==> config.mk <==
export PLATFORM = sky130hd
export DESIGN_NAME = mem_access_ctrl
export DESIGN_NICKNAME = d
export VERILOG_FILES = /design/src/rtl/mem_access_pkg.sv /design/src/rtl/mem_lane_align.sv /design/src/rtl/mem_access_ctrl.sv
export SDC_FILE = /design/constraint.sdc
export NUM_CORES = 1
export LEC_CHECK = 0
export BUFFER_PORTS_ARGS = -buffer_cell sky130_fd_sc_hd__buf_4
export CORE_MARGIN = 4
export CORE_UTILIZATION = 50
export DETAILED_ROUTE_END_ITERATION = 12
export PLACE_DENSITY_LB_ADDON = 0.12
export SYNTH_ARGS = -nofsm -noshare
export SYNTH_HDL_FRONTEND = slang
export SYNTH_SLANG_ARGS = --single-unit
==> constraint.sdc <==
create_clock -name clk -period 9.9 [get_ports clk]
set_clock_uncertainty 0.1 [all_clocks]
set_input_delay 1.98 -clock clk [delete_from_list [all_inputs] [get_ports clk]]
set_output_delay 1.98 -clock clk [all_outputs]
set_load 0.1 [all_outputs]
==> src/rtl/mem_access_pkg.sv <==
// Shared constants for the memory access controller: size codes, FSM states, trap causes.
package mem_access_pkg;

    localparam logic [1:0] SZ_BYTE   = 2'b00;
    localparam logic [1:0] SZ_HALF   = 2'b01;
    localparam logic [1:0] SZ_WORD   = 2'b10;
    localparam logic [1:0] SZ_DOUBLE = 2'b11;

    localparam logic [1:0] CAUSE_NONE     = 2'b00;
    localparam logic [1:0] CAUSE_MISALIGN = 2'b01;
    localparam logic [1:0] CAUSE_TIMEOUT  = 2'b10;
    localparam logic [1:0] CAUSE_ILLEGAL  = 2'b11;

    typedef enum logic [1:0] {
        ST_IDLE   = 2'b00,
        ST_ACCESS = 2'b01,
        ST_DONE   = 2'b10,
        ST_TRAP   = 2'b11
    } state_t;

endpackage

==> src/rtl/mem_lane_align.sv <==
// Combinational big-endian lane steering: store replication/byte enables and load extraction/extension.
module mem_lane_align
    import mem_access_pkg::*;
#(
    parameter int DATA_W = 32,
    parameter int ADDR_W = 32
) (
    input  logic [1:0]          size,
    input  logic                sign,
    input  logic [ADDR_W-1:0]   addr,
    input  logic [DATA_W-1:0]   wdata,
    input  logic [DATA_W-1:0]   mem_rdata,
    output logic [ADDR_W-1:0]   lane_addr,
    output logic [DATA_W-1:0]   lane_wdata,
    output logic [DATA_W/8-1:0] lane_be,
    output logic [DATA_W-1:0]   lane_rdata
);

    localparam int NB = DATA_W / 8;
    localparam int OW = $clog2(NB);
    localparam logic [OW-1:0] LAST = OW'(NB - 1);

    function automatic logic [DATA_W-1:0] extend(input logic [DATA_W-1:0] v, input int nbytes,
                                                 input logic sgn);
        logic [DATA_W-1:0] r;
        logic              msb;
        msb = sgn & v[8*nbytes-1];
        for (int i = 0; i < DATA_W; i++)
            r[i] = (i < 8*nbytes) ? v[i] : msb;
        return r;
    endfunction

    logic [OW-1:0]     off;
    logic [OW-1:0]     sh;
    logic [DATA_W-1:0] lane;

    assign off       = addr[OW-1:0];
    assign lane_addr = {addr[ADDR_W-1:OW], OW'(0)};
    assign lane      = mem_rdata >> {sh, 3'b000};

    // sh is the lane index of the least-significant addressed byte; offset 0 is the top lane
    always_comb begin
        sh         = '0;
        lane_wdata = wdata;
        lane_be    = '1;
        lane_rdata = mem_rdata;
        case (size)
            SZ_BYTE: begin
                sh         = LAST - off;
                lane_wdata = {NB{wdata[7:0]}};
                lane_be    = NB'(1) << sh;
                lane_rdata = extend(lane, 1, sign);
            end
            SZ_HALF: begin
                sh         = LAST - OW'(1) - off;
                lane_wdata = {(NB/2){wdata[15:0]}};
                lane_be    = NB'(3) << sh;
                lane_rdata = extend(lane, 2, sign);
            end
            SZ_WORD: begin
                sh         = OW'(NB - 4) - off;
                lane_wdata = {(NB/4){wdata[31:0]}};
                lane_be    = NB'(15) << sh;
                lane_rdata = extend(lane, 4, sign);
            end
            default: ;
        endcase
    end

endmodule

==> src/rtl/mem_access_ctrl.sv <==
// Memory access controller FSM (IDLE/ACCESS/DONE/TRAP) with alignment and size fault checks.
// Optional build macro MEM_TIMEOUT_EN adds an ACCESS wait counter that traps after TIMEOUT cycles.
module mem_access_ctrl
    import mem_access_pkg::*;
#(
    parameter int DATA_W  = 32,
    parameter int ADDR_W  = 32,
    parameter int TIMEOUT = 15
) (
    input  logic                clk,
    input  logic                clr,
    input  logic                req,
    input  logic                rw,
    input  logic [1:0]          size,
    input  logic                sign,
    input  logic [ADDR_W-1:0]   addr,
    input  logic [DATA_W-1:0]   wdata,
    output logic [DATA_W-1:0]   rdata,
    output logic                done,
    output logic                trap,
    output logic [1:0]          trap_cause,
    output logic                mem_mov,
    output logic                mem_rw,
    output logic [ADDR_W-1:0]   mem_addr,
    output logic [DATA_W-1:0]   mem_wdata,
    output logic [DATA_W/8-1:0] mem_be,
    input  logic [DATA_W-1:0]   mem_rdata,
    input  logic                mem_moc
);

    function automatic logic [1:0] fault_of(input logic [1:0] sz, input logic [2:0] a);
        if (sz == SZ_DOUBLE && DATA_W == 32) return CAUSE_ILLEGAL;
        case (sz)
            SZ_HALF:   return a[0]        ? CAUSE_MISALIGN : CAUSE_NONE;
            SZ_WORD:   return |a[1:0]     ? CAUSE_MISALIGN : CAUSE_NONE;
            SZ_DOUBLE: return |a[2:0]     ? CAUSE_MISALIGN : CAUSE_NONE;
            default:   return CAUSE_NONE;
        endcase
    endfunction

    state_t              state;
    logic [1:0]          pend_cause;
    logic [1:0]          fault;
    logic                op_rw;
    logic [1:0]          op_size;
    logic                op_sign;
    logic [ADDR_W-1:0]   op_addr;
    logic [DATA_W-1:0]   op_wdata;
    logic [DATA_W/8-1:0] be_c;
    logic [DATA_W-1:0]   ext_rdata;

`ifdef MEM_TIMEOUT_EN
    localparam int CW = $clog2(TIMEOUT + 1);
    logic [CW-1:0] wait_cnt;
`endif

    assign fault  = fault_of(size, addr[2:0]);
    assign mem_rw = op_rw;
    assign mem_be = mem_mov ? be_c : '0;

    mem_lane_align #(.DATA_W(DATA_W), .ADDR_W(ADDR_W)) u_align (
        .size       (op_size),
        .sign       (op_sign),
        .addr       (op_addr),
        .wdata      (op_wdata),
        .mem_rdata  (mem_rdata),
        .lane_addr  (mem_addr),
        .lane_wdata (mem_wdata),
        .lane_be    (be_c),
        .lane_rdata (ext_rdata)
    );

    // Operands only change in IDLE, which keeps the memory bus stable through ACCESS
    always_ff @(posedge clk) begin
        if (state == ST_IDLE && req) begin
            op_rw    <= rw;
            op_size  <= size;
            op_sign  <= sign;
            op_addr  <= addr;
            op_wdata <= wdata;
        end
    end

    always_ff @(posedge clk or negedge clr) begin
        if (!clr) begin
            state      <= ST_IDLE;
            mem_mov    <= 1'b0;
            done       <= 1'b0;
            trap       <= 1'b0;
            trap_cause <= CAUSE_NONE;
            rdata      <= '0;
            pend_cause <= CAUSE_NONE;
`ifdef MEM_TIMEOUT_EN
            wait_cnt   <= '0;
`endif
        end else begin
            done       <= 1'b0;
            trap       <= 1'b0;
            trap_cause <= CAUSE_NONE;
            case (state)
                ST_IDLE: begin
                    if (req) begin
                        if (fault != CAUSE_NONE) begin
                            pend_cause <= fault;
                            state      <= ST_TRAP;
                        end else begin
                            mem_mov    <= 1'b1;
                            state      <= ST_ACCESS;
                        end
                    end
`ifdef MEM_TIMEOUT_EN
                    wait_cnt <= '0;
`endif
                end
                ST_ACCESS: begin
                    if (mem_moc) begin
                        mem_mov <= 1'b0;
                        if (op_rw) rdata <= ext_rdata;
                        state   <= ST_DONE;
                    end
`ifdef MEM_TIMEOUT_EN
                    else if (wait_cnt == CW'(TIMEOUT - 1)) begin
                        mem_mov    <= 1'b0;
                        pend_cause <= CAUSE_TIMEOUT;
                        state      <= ST_TRAP;
                    end else begin
                        wait_cnt <= wait_cnt + 1'b1;
                    end
`endif
                end
                ST_DONE: begin
                    done  <= 1'b1;
                    state <= ST_IDLE;
                end
                ST_TRAP: begin
                    trap       <= 1'b1;
                    trap_cause <= pend_cause;
                    state      <= ST_IDLE;
                end
                default: state <= ST_IDLE;
            endcase
        end
    end

endmodule

==> run_results.csv <==
group,metric,value,unit
yosys,synthArstFlopShare,37.6,%
place,pre_cts_ws,4.96,ns
clock_network,cts_resized,0,
place,gp_congestion,0.879,
timing,finalWorstSetupSlack,4.59,ns
clock_network,root_buffer,"clkbuf_16",
timing,fin_crit,5.31,ns
setup_path,cp.arrival,3.23,ns
die,std_cell_rows,38,
finish,final_cell_mix,"213 x buf_4, 68 x edfxtp_1, 49 x nand2_1, 43 x o21ai_0, 41 x dfrtp_1",
finish,fillers,880,
global_routing,overflow,0,
yosys,synthAdderAreaFrac,1.77,%
clock_network,cts_buffers,9,
finish,final_common_cell,"buf_4",
setup_path,r2r_cells,6,
power,p_total,2.29,mW
route,dr.pass1.iters,5,
yosys,yosysTopAreaCell,"edfxtp_1",
yosys,synth_compound_area_share,14.3,%
timing,drv_slew,0,
yosys,synth_top_family_by_area,"compound AO/OA/AOI/OAI gates",
route,totalWireLength,14.9,mm
clock_network,clk_latency,0.34,ns
flow_run,cap_violations,0,
die,ios,210,
yosys,ys_seq_area_share,54.3,%
timing,finalSetupTns,0,ns
power,leakage,3.15,nW
power,p_per_area,315,mW/mm^2
global_routing,grt_first_pass_wirelength,23.5,mm
yosys,synth_cell_types,52,
clock_network,cts_hold_buffers,0,
yosys,synth-edff-count,68,
timing,finalHoldViolations,0,
global_routing,grt_start_max_net_pins,49,
yosys,synth_ff_type,"edfxtp_1",
yosys,synth.area.mux_share,9.81,%
place,portBuffers,207,
die,chipHeight,114,microns
route,via_per_inst,5.64,
die,initial_core_util,51.7,%
route,first_iter_violations,454,
yosys,syn-cell-area,0.00565,sq mm
setup_path,cp.required,7.82,ns
finish,fin_nets,754,
finish,drive_gt1_share,41.6,%
clock_network,path_clk_slew,0.07,ns
setup_path,path_max_fanout,28,
route,vias,4439,
yosys,synth_xor_area_share,0.155,%
yosys,syn_avg_cell_area,11.6,sq um
finish,area_growth,28.6,%
timing,timing.fmax,188,MHz
run_status,status,"finished clean",
route,drcViolationCount,0,
worst_hold_path,hold_path_class,"register to register",
yosys,synthSimpleGateAreaFrac,10.5,%
setup_path,end_kind,"primary output",
clock_network,clockBufferDepth,2,
die,core-area,0.0109,sq mm
timing,tightestPinTransition,1.08,ns
global_routing,antenna_found_initial,0,
yosys,synth_warnings,0,
clock_network,cts_tree,"yes",
timing,rsz0062_at_grt,"false",
yosys,netlist_instances,489,
die,fp.dieArea,0.0131,sq mm
timing,post-route-period-util,53.6,%
power,ir_worst_vdd,0.263,mV
clock_network,postCtsSetupBuffers,0,
setup_path,cp-start-kind,"register",
clock_network,h-tree-depth,3,
yosys,synth_top_cell_area_share,36.1,%
clock_network,numClockSinks,109,
place,hpwlAfterDp,10.7,mm
global_routing,grt.total_usage,23.0,%
route,wl_per_cell,18.9,microns
timing,finalSetupViolations,0,
setup_path,worst-setup-path-type,"register to primary output",
timing,relSlewSlack,28.1,%
yosys,ys_seq_elements,109,
worst_hold_path,whs_path_depth,1,
global_routing,grt_pass1_vias,4543,
die,die_w,114,microns
finish,antennaDiodeCount,0,
route,antenna_left,0,
yosys,synth_area_leaders,"edfxtp_1 36%, dfrtp_1 18%, mux2_2 5.4%, buf_4 5.3%, o21ai_0 3.8%",
==> registers in the layout, indices dropped and copies added, names as in the netlist, 2 cells and up <==
signal      flops
op_wdata       32
op_size         2
op_addr        32
rdata          32
trap_cause      2
state           2
pend_cause      2
==> cell usage after synthesis, types with 2 or more instances <==
library cell	n
a21o_1	5
and2_1	2
o21ai_0	43
or3_1	17
mux2_4	3
inv_1	10
a31o_2	3
a22o_1	8
and3b_1	6
dfrtp_1	41
a221o_1	3
edfxtp_1	68
buf_2	9
nor2_1	15
mux2_2	27
nor2b_1	13
mux2i_1	16
nand2_1	49
o22ai_1	2
ha_1	8
o21ai_1	4
a221oi_1	6
a31oi_1	20
nand3_1	3
a222oi_1	6
buf_4	40
a21oi_1	17
clkbuf_1	16
and3_1	3
buf_6	4
==> power by group <==
| group | leakage, nW | total [mW] | switching (mW) | internal (mW) |
|---|---|---|---|---|
| Clock | 0.149 | 0.372 | 0.167 | 0.206 |
| Sequential | 1.12 | 0.658 | 0.0611 | 0.597 |
| Combinational | 1.87 | 1.26 | 0.995 | 0.262 |
| Total | 3.15 | 2.29 | 1.22 | 1.06 |
==> critical path, cell delays in order, from the launching register on <==
cell	delay, ns
edfxtp_1	0.94
inv_1	0.21
ha_1	0.84
nand2_1	0.14
nor2b_1	0.17
o21ai_0	0.13
and3_1	0.16
buf_4	0.29
==> cell families after synthesis <==
logic type / count (synthesis)
xor gates and xnor gates: 1
buffers and inverters: 82
muxes: 48
adders and majority gates: 8
other: 1
AOI/OAI and AO/OA: 124
and+or+nand+nor: 116
DFF: 109
==> final timing paths <==
path	startpoint	end	slack (ns)
max reg2reg	op_addr[0]	rdata[3]	6.39
max	op_addr[0]	mem_be[2]	4.59
min	pend_cause[0]	pend_cause[0]	0.37
min in group asynchronous	clr	rdata[27]	1.50
min reg2reg	pend_cause[0]	pend_cause[0]	0.37
max in group asynchronous	clr	rdata[8]	7.81
==> layer usage <==
metal	part of all wire, %	track usage, %	up-vias	wire length (microns)
met5	0	0	-	0
met2	50	38.3	216	7390
li1	-	-	2069	-
met1	38	28.0	2133	5620
met4	2.1	7.36	0	306
met3	11	8.19	21	1570
==> metrics by stage <==
stage	hold slack (ns)	instance area, sq um	utilization [%]	cells
final	0.369	7270	66.5	787
after global routing	0.398	7270	66.5	787
after CTS	0.374	7270	66.5	787
after detailed placement	0.356	6960	63.6	771
after global placement	0.349	6960	63.6	771
after floorplan	0.327	5660	-	490
==> layout make-up <==
cell class              instances  area (sq um)  share of cell area, %
repair buffers                213          1600                   22.0
flip-flops and latches        109          3070                   42.2
well taps                     140           175                   2.41
multi-input cells             299          2080                   28.6
clock inverters                 6          70.1                  0.964
clock buffers                  10           239                   3.29
inverters                      10          37.5                  0.516
No activity file was read; power rests on OpenSTA's default activity.
